[config.mk]
export PLATFORM = sky130hd
export DESIGN_NAME = receiver
export DESIGN_NICKNAME = d
export VERILOG_FILES = /design/src/rtl/uart_pkg.sv /design/src/rtl/uart_sync_edge.sv /design/src/rtl/receiver.sv
export SDC_FILE = /design/constraint.sdc
export NUM_CORES = 1
export LEC_CHECK = 0
export ABC_CLOCK_PERIOD_IN_PS = 2930
export CAP_MARGIN = 10
export CORE_MARGIN = 2
export CORE_UTILIZATION = 40
export DETAILED_ROUTE_END_ITERATION = 16
export GPL_ROUTABILITY_DRIVEN = 0
export SYNTH_ARGS = -nofsm -noshare
export SYNTH_HDL_FRONTEND = slang
export SYNTH_HIERARCHICAL = 1
export SYNTH_SLANG_ARGS = --single-unit
[constraint.sdc]
create_clock -name sys_clk -period 2.93 [get_ports sys_clk]
set_input_delay 0.293 -clock sys_clk [delete_from_list [all_inputs] [get_ports sys_clk]]
set_output_delay 0.293 -clock sys_clk [all_outputs]
set_load 0.01 [all_outputs]
[src/rtl/uart_pkg.sv]
// Shared UART definitions.
// Provides the receive-state encoding (same 2-bit encoding as the transmitter),
// default frame/oversample parameters and the idle line level.
package uart_pkg;

  typedef enum logic [1:0] {
    IDLE  = 2'd0,
    START = 2'd1,
    DATA  = 2'd2,
    STOP  = 2'd3
  } rx_state_e;

  localparam int DATA_BITS_DEF  = 8;
  localparam int OVERSAMPLE_DEF = 16;

  // Serial line level when no frame is in flight.
  localparam logic LINE_IDLE = 1'b1;

endpackage

[src/rtl/uart_sync_edge.sv]
// Two-flop synchronizer with a rising-edge detector on the synchronized level.
// Ports:
//   clk     - sampling clock
//   rst_n   - asynchronous active-low reset
//   async_i - asynchronous input level
//   sync_o  - synchronized level (2-flop)
//   rise_o  - one-cycle pulse when sync_o goes 0 -> 1
// RESET_VAL sets the reset level of every flop, so a line that idles high
// does not produce a spurious edge when coming out of reset.
module uart_sync_edge #(
  parameter logic RESET_VAL = 1'b0
) (
  input  logic clk,
  input  logic rst_n,
  input  logic async_i,
  output logic sync_o,
  output logic rise_o
);

  logic meta_q;
  logic sync_q;
  logic prev_q;

  always_ff @(posedge clk or negedge rst_n) begin
    if (!rst_n) begin
      meta_q <= RESET_VAL;
      sync_q <= RESET_VAL;
      prev_q <= RESET_VAL;
    end else begin
      meta_q <= async_i;
      sync_q <= meta_q;
      prev_q <= sync_q;
    end
  end

  assign sync_o = sync_q;
  assign rise_o = sync_q & ~prev_q;

endmodule

[src/rtl/receiver.sv]
// UART serial receiver.
// Oversamples the line on each bclk16 rising edge, validates the start bit at
// its midpoint, shifts DATA_BITS data bits in LSB first and checks the stop bit.
// Ports:
//   sys_clk   - system clock, all logic on rising edge
//   rst       - asynchronous active-low reset
//   bclk16    - oversample baud clock level (OVERSAMPLE rising edges per bit)
//   rx_data   - serial line, idle high, asynchronous
//   rx_en     - receiver enable, low forces IDLE and discards a partial frame
//   rd_ack    - host consumed the byte; clears rx_valid/frame_err/overrun
//   RBR       - received byte buffer
//   rx_valid  - RBR holds an unread byte
//   frame_err - last committed frame had a low stop bit
//   overrun   - a byte was committed while rx_valid was still set
//   rx_status - frame in progress (START/DATA/STOP)
module receiver
  import uart_pkg::*;
#(
  parameter int DATA_BITS  = DATA_BITS_DEF,
  parameter int OVERSAMPLE = OVERSAMPLE_DEF
) (
  input  logic                 sys_clk,
  input  logic                 rst,
  input  logic                 bclk16,
  input  logic                 rx_data,
  input  logic                 rx_en,
  input  logic                 rd_ack,
  output logic [DATA_BITS-1:0] RBR,
  output logic                 rx_valid,
  output logic                 frame_err,
  output logic                 overrun,
  output logic                 rx_status
);

  localparam int CW = $clog2(OVERSAMPLE);
  localparam int BW = $clog2(DATA_BITS + 1);

  localparam logic [CW-1:0] HALF_CNT = CW'(OVERSAMPLE / 2 - 1);
  localparam logic [CW-1:0] FULL_CNT = CW'(OVERSAMPLE - 1);
  localparam logic [BW-1:0] LAST_BIT = BW'(DATA_BITS - 1);

  // ---------------------------------------------------------------------------
  // Input conditioning
  // ---------------------------------------------------------------------------
  logic rx_s;
  logic rx_rise_unused;
  logic tick;
  logic bclk_sync_unused;

  uart_sync_edge #(.RESET_VAL(LINE_IDLE)) u_rx_sync (
    .clk     (sys_clk),
    .rst_n   (rst),
    .async_i (rx_data),
    .sync_o  (rx_s),
    .rise_o  (rx_rise_unused)
  );

  uart_sync_edge #(.RESET_VAL(1'b0)) u_bclk_sync (
    .clk     (sys_clk),
    .rst_n   (rst),
    .async_i (bclk16),
    .sync_o  (bclk_sync_unused),
    .rise_o  (tick)
  );

  // ---------------------------------------------------------------------------
  // State
  // ---------------------------------------------------------------------------
  rx_state_e            state_q, state_d;
  logic [CW-1:0]        cnt_q, cnt_d;
  logic [BW-1:0]        bit_q, bit_d;
  logic [DATA_BITS-1:0] shift_q, shift_d;
  logic [DATA_BITS-1:0] rbr_q;
  logic                 valid_q, ferr_q, ovr_q;
  logic                 commit;
  logic [DATA_BITS:0]   shift_ext;

  // FSM state register
  always_ff @(posedge sys_clk or negedge rst) begin
    if (!rst) begin
      state_q <= IDLE;
    end else begin
      state_q <= state_d;
    end
  end

  // FSM next-state logic; the machine only moves on tick cycles,
  // except that a disable always drops back to IDLE.
  always_comb begin
    state_d = state_q;
    if (!rx_en) begin
      state_d = IDLE;
    end else if (tick) begin
      case (state_q)
        IDLE:  if (!rx_s) state_d = START;
        START: if (cnt_q == HALF_CNT) state_d = rx_s ? IDLE : DATA;
        DATA:  if (cnt_q == FULL_CNT && bit_q == LAST_BIT) state_d = STOP;
        // Leave STOP at the mid-bit sample so a back-to-back start edge
        // half a bit later is seen from IDLE.
        STOP:  if (cnt_q == FULL_CNT) state_d = IDLE;
        default: state_d = IDLE;
      endcase
    end
  end

  // FSM outputs
  always_comb begin
    rx_status = (state_q != IDLE);
  end

  // Datapath next-state: counters, shift register and commit strobe.
  assign shift_ext = {rx_s, shift_q};

  always_comb begin
    cnt_d   = cnt_q;
    bit_d   = bit_q;
    shift_d = shift_q;
    commit  = 1'b0;
    if (!rx_en) begin
      cnt_d = '0;
      bit_d = '0;
    end else if (tick) begin
      case (state_q)
        IDLE: begin
          cnt_d = '0;
          bit_d = '0;
        end
        START: begin
          if (cnt_q == HALF_CNT) begin
            cnt_d = '0;
            bit_d = '0;
          end else begin
            cnt_d = cnt_q + CW'(1);
          end
        end
        DATA: begin
          if (cnt_q == FULL_CNT) begin
            cnt_d   = '0;
            bit_d   = bit_q + BW'(1);
            // New sample enters at the MSB; after DATA_BITS shifts the
            // first-received bit sits at bit 0.
            shift_d = shift_ext[DATA_BITS:1];
          end else begin
            cnt_d = cnt_q + CW'(1);
          end
        end
        STOP: begin
          if (cnt_q == FULL_CNT) begin
            cnt_d  = '0;
            commit = 1'b1;
          end else begin
            cnt_d = cnt_q + CW'(1);
          end
        end
        default: begin
          cnt_d = '0;
          bit_d = '0;
        end
      endcase
    end
  end

  always_ff @(posedge sys_clk or negedge rst) begin
    if (!rst) begin
      cnt_q   <= '0;
      bit_q   <= '0;
      shift_q <= '0;
    end else begin
      cnt_q   <= cnt_d;
      bit_q   <= bit_d;
      shift_q <= shift_d;
    end
  end

  // Host-side buffer and sticky flags. A commit takes priority over rd_ack;
  // an ack in the commit cycle means the old byte was read, so no overrun.
  always_ff @(posedge sys_clk or negedge rst) begin
    if (!rst) begin
      rbr_q   <= '0;
      valid_q <= 1'b0;
      ferr_q  <= 1'b0;
      ovr_q   <= 1'b0;
    end else if (commit) begin
      rbr_q   <= shift_q;
      valid_q <= 1'b1;
      ferr_q  <= ~rx_s;
      ovr_q   <= rd_ack ? 1'b0 : (ovr_q | valid_q);
    end else if (rd_ack) begin
      valid_q <= 1'b0;
      ferr_q  <= 1'b0;
      ovr_q   <= 1'b0;
    end
  end

  assign RBR       = rbr_q;
  assign rx_valid  = valid_q;
  assign frame_err = ferr_q;
  assign overrun   = ovr_q;

endmodule
Yosys cells after proc, flatten, opt, wreduce, memory -nomap -nowiden:

Index checks and enable logic that the tools add are counted.
Widths: inputs -> output; s select.

* register bits: 34
* input bits: 6
* output and inout bits: 12
* word-level logic and storage cells: 67

* add/sub/neg operators: 2
* equal/unequal tests: 13
* multiplexer cells: 27
* bitwise logic cells: 4
* reduce and logical (&&, ||, !) cells: 8

Operators with widths (number)
* $mux 4: 8
* $pmux 4 s3: 2
* $ne 3x3->1 const B: 5
* $mux 2: 7
* $mux 1: 9
* $add 4x1->4 const B: 2
* $eq 4x3->1 const B: 2
* $pmux 2 s4: 1
* $reduce_and 4->1: 2
* $reduce_and 5->1: 1
* $eq 2x2->1 const B: 2
* $eq 4x4->1 const B: 1
* $ne 4x1->1 const B: 1
* $reduce_bool 2->1: 2
* $eq 2x1->1 const B: 1
* $logic_not 2->1: 1
* $ne 2x1->1 const B: 1
* $not 1->1: 2
* $reduce_or 2->1: 1
* $and 1x1->1: 1
* $logic_and 1x1->1: 1
* $or 1x1->1: 1

Longest topological paths before layout:

* depth after elaboration: 6
* depth in mapped cells: 6
* mapped depth without buffers: 4

Cells and area by module:

Netlist, hierarchy kept.

By module, submodules not included
* receiver: instances 1, cells each 117, area an instance 1461.4 µm², seq. area each 725.7 µm²
* uart_sync_edge at u_rx_sync: instances 1, cells each 4, area an instance 92.6 µm², seq. area each 78.8 µm²
* uart_sync_edge at u_bclk_sync: instances 1, cells each 4, area an instance 88.8 µm², seq. area each 75.1 µm²

Least setup slack after synthesis:

OpenSTA, ideal clock, no wires.

* path kind: register to register
* from: register u_bclk_sync.prev_q
* to: register shift_q[0]
* setup time: 125 ps
* arrival time: 1428 ps
* data required time: 2805 ps
* path slack: 1376 ps
* stages on the path, launching flop included: 7
* path buffers: 2
* clock period less this slack: 1554 ps
* cells stage by stage: dfrtp_1 nor2b_4 buf_6 and3_4 and3b_4 buf_6 mux2_4

* word-level cells in the longest chain between the ends: 3

RTL lines
* start: declaration: RTL line uart_sync_edge.sv:22 `logic prev_q;`
* start signal: assignment: RTL line uart_sync_edge.sv:32 `prev_q <= sync_q;`
* $not 1->1: RTL line uart_sync_edge.sv:37 `assign rise_o = sync_q & ~prev_q;`
* $and 1x1->1: RTL line uart_sync_edge.sv:37
* via tick: RTL line receiver.sv:47 `logic tick;`
* $reduce_and 4->1 (no source line)
* end signal: assignment: RTL line receiver.sv:171 `shift_q <= shift_d;`
* end: declaration: RTL line receiver.sv:72 `logic [DATA_BITS-1:0] shift_q, shift_d;`

The timed path passes the listed nets, and every way through them passes these cells.
A chain may end at the register's enable or synchronous reset.

Worst setup path in the final report:

* from: register state_q[1]
* to: output port rx_status

* word-level cells in the longest chain between the ends: 1

RTL lines
* start: declaration: RTL line receiver.sv:69 `rx_state_e state_q, state_d;`
* start signal: assignment: RTL line receiver.sv:83 `state_q <= state_d;`
* $reduce_bool 2->1: RTL line receiver.sv:108 `rx_status = (state_q != IDLE);`
* end: declaration: RTL line receiver.sv:32 `output logic rx_status`

Every way passes these cells.

==> out/results.tsv <==
stage	metric	value	unit
critical_path	cp_max_fo	13	
timing	finalHoldViolCount	0	
cts	clkSlewWorstSetupHoldPaths	0.07	ns
routing	drt_iter0_drc	24	
floorplan	row_count	23	
cts	postCtsSetupRepairBufs	0	
critical_path	crit_path_start_kind	register	
timing	setup_violations	0	
timing	tightest_slew	0.438	ns
logic_synthesis	synthCells	123	
routing	drcViolationCount	0	
routing	num_vias	995	
cts	cts_resized	0	
timing	finalSetupTns	0	ns
timing	min_period	2.03	ns
routing	ant_nets	0	
floorplan	die_h	67.3	um
logic_synthesis	ys_warn_count	6	
placement	io_buffers	17	
routing	met1_length	1320	um
global_routing	grt_max_degree	35	
power	p_leak	0.836	nW
timing	rsz0062_at_grt	false	
cells_and_area	drive_above_1_share	0.241	
cells_and_area	areaGrowthSynthToFinish	16.8	%
global_routing	grt_pass1_wl	4610	um
cells_and_area	stdcell_area	1870	sq um
cts	clkLatencyLatePin	0.29	ns
floorplan	dieArea	4530	sq um
logic_synthesis	syn_nets	131	
cts	cts_hold_buf	0	
routing	wl_per_cell	14.1	um
routing	dr_wl_met3	141	um
global_routing	grt_usage	0.140	
timing	fmax	493	MHz
cells_and_area	nets	148	
critical_path	crit_arrival	1.74	ns
status	outcome	finished clean	
job	maxCapViolCount	0	
timing	fin_worst_skew	0.00458	ns
routing	firstDrtPassIters	4	
global_routing	grt_overflow	0	
timing	drv_slew	0	
floorplan	io_pins	18	
cells_and_area	layout_common_cells	32 x dfrtp_1, 17 x clkdlybuf4s50_1, 9 x mux2_2, 8 x mux2_4, 7 x nand2_1	
floorplan	die_x	67.3	um
floorplan	core_region_area	3910	sq um
critical_path	required	2.64	ns
placement	place_hpwl	1850	um
min_path	hold_class	register to register	
routing	route.met2.wl	1200	um
routing	viasPerCell	5.21	
cells_and_area	diodes	0	
critical_path	endpoint_kind	primary output	
cts	cts_buffers	5	
floorplan	start_util	0.410	
critical_path	path_class	register to primary output	
routing	finalWirelength	2700	um
timing	slew_headroom	0.708	
placement	place_area	1780	sq um
critical_path	rrSetupSlack	1.21	ns
cts	cts.htree.levels	2	
cts	root_buffer	clkbuf_8	
power	vdd_drop_max	0.329	mV
logic_synthesis	synth.avg_cell_area	13.0	sq um
routing	top_layer	met4	
cells_and_area	final_common_cell	dfrtp_1	
cts	cts_tree	yes	
cts	clock-sinks	34	
global_routing	grt_pass1_vias	990	
power	p_per_area	472	nW/um^2
global_routing	antenna_found_initial	0	
timing	fin_crit_sh	0.693	
logic_synthesis	syn_area	1600	sq um
cts	clock_path_buffers	2	
layout make-up:
cell class,count,area (sq um)
fillers,375,2040
repair buffers,18,178
clock inverters,2,12.5
multi-input cells,76,664
inverters,5,18.8
clock buffers,6,82.6
flip-flops and latches,34,853
well taps,50,62.6
registers in the layout (all words and copies together), names as in the netlist:
name / count
shift_q: 8
u_bclk_sync/prev_q: 1
bit_q: 4
frame_err: 1
RBR: 8
u_bclk_sync/meta_q: 1
rx_valid: 1
u_rx_sync/sync_o: 1
u_bclk_sync/sync_o: 1
overrun: 1
state_q: 2
u_rx_sync/meta_q: 1
cnt_q: 4
power breakdown:
group | leakage, nW | total [mW] | internal [mW] | switching (mW)
sequential | 0.461 | 0.480 | 0.475 | 0.00536
clock | 0.0472 | 0.366 | 0.189 | 0.177
combinational | 0.328 | 0.0361 | 0.0153 | 0.0209
total | 0.836 | 0.883 | 0.679 | 0.204
path summary, 6_finish.rpt:
kind | startpoint | to | cells past startpoint
min in group asynchronous | rst | RBR[7] | 2
max in group asynchronous | rst | u_rx_sync/meta_q | 2
hold / removal | u_bclk_sync/meta_q | u_bclk_sync/sync_o | 0
hold reg to reg | u_bclk_sync/meta_q | u_bclk_sync/sync_o | 0
setup / recovery | state_q[1] | rx_status | 2
setup reg to reg | cnt_q[0] | shift_q[7] | 4
per-layer routing:
metal  vias to the layer above  track usage
met2                        25        0.197
met3                         3       0.0500
met5                         -            0
met4                         0       0.0612
met1                       495        0.192
li1                        472            -
through the flow:
step / utilization / power [mW] / hold slack [ns] / setup slack (ns) / std cells
after floorplan: - / 0.506 / -0.00259 / 1.38 / 123
after global placement: 0.454 / 0.525 / 0.342 / 0.927 / 183
after detailed placement: 0.454 / 0.526 / 0.346 / 0.906 / 183
after CTS: 0.478 / 0.892 / 0.361 / 0.898 / 191
after global routing: 0.478 / 0.927 / 0.368 / 0.848 / 191
final: 0.478 / 0.883 / 0.357 / 0.900 / 191
critical path, stage by stage, from the launching register on:
cell and delay, ns:
dfrtp_1 0.54, or2_2 0.42, clkdlybuf4s50_1 0.49
Power figures use the tool's default switching activity.
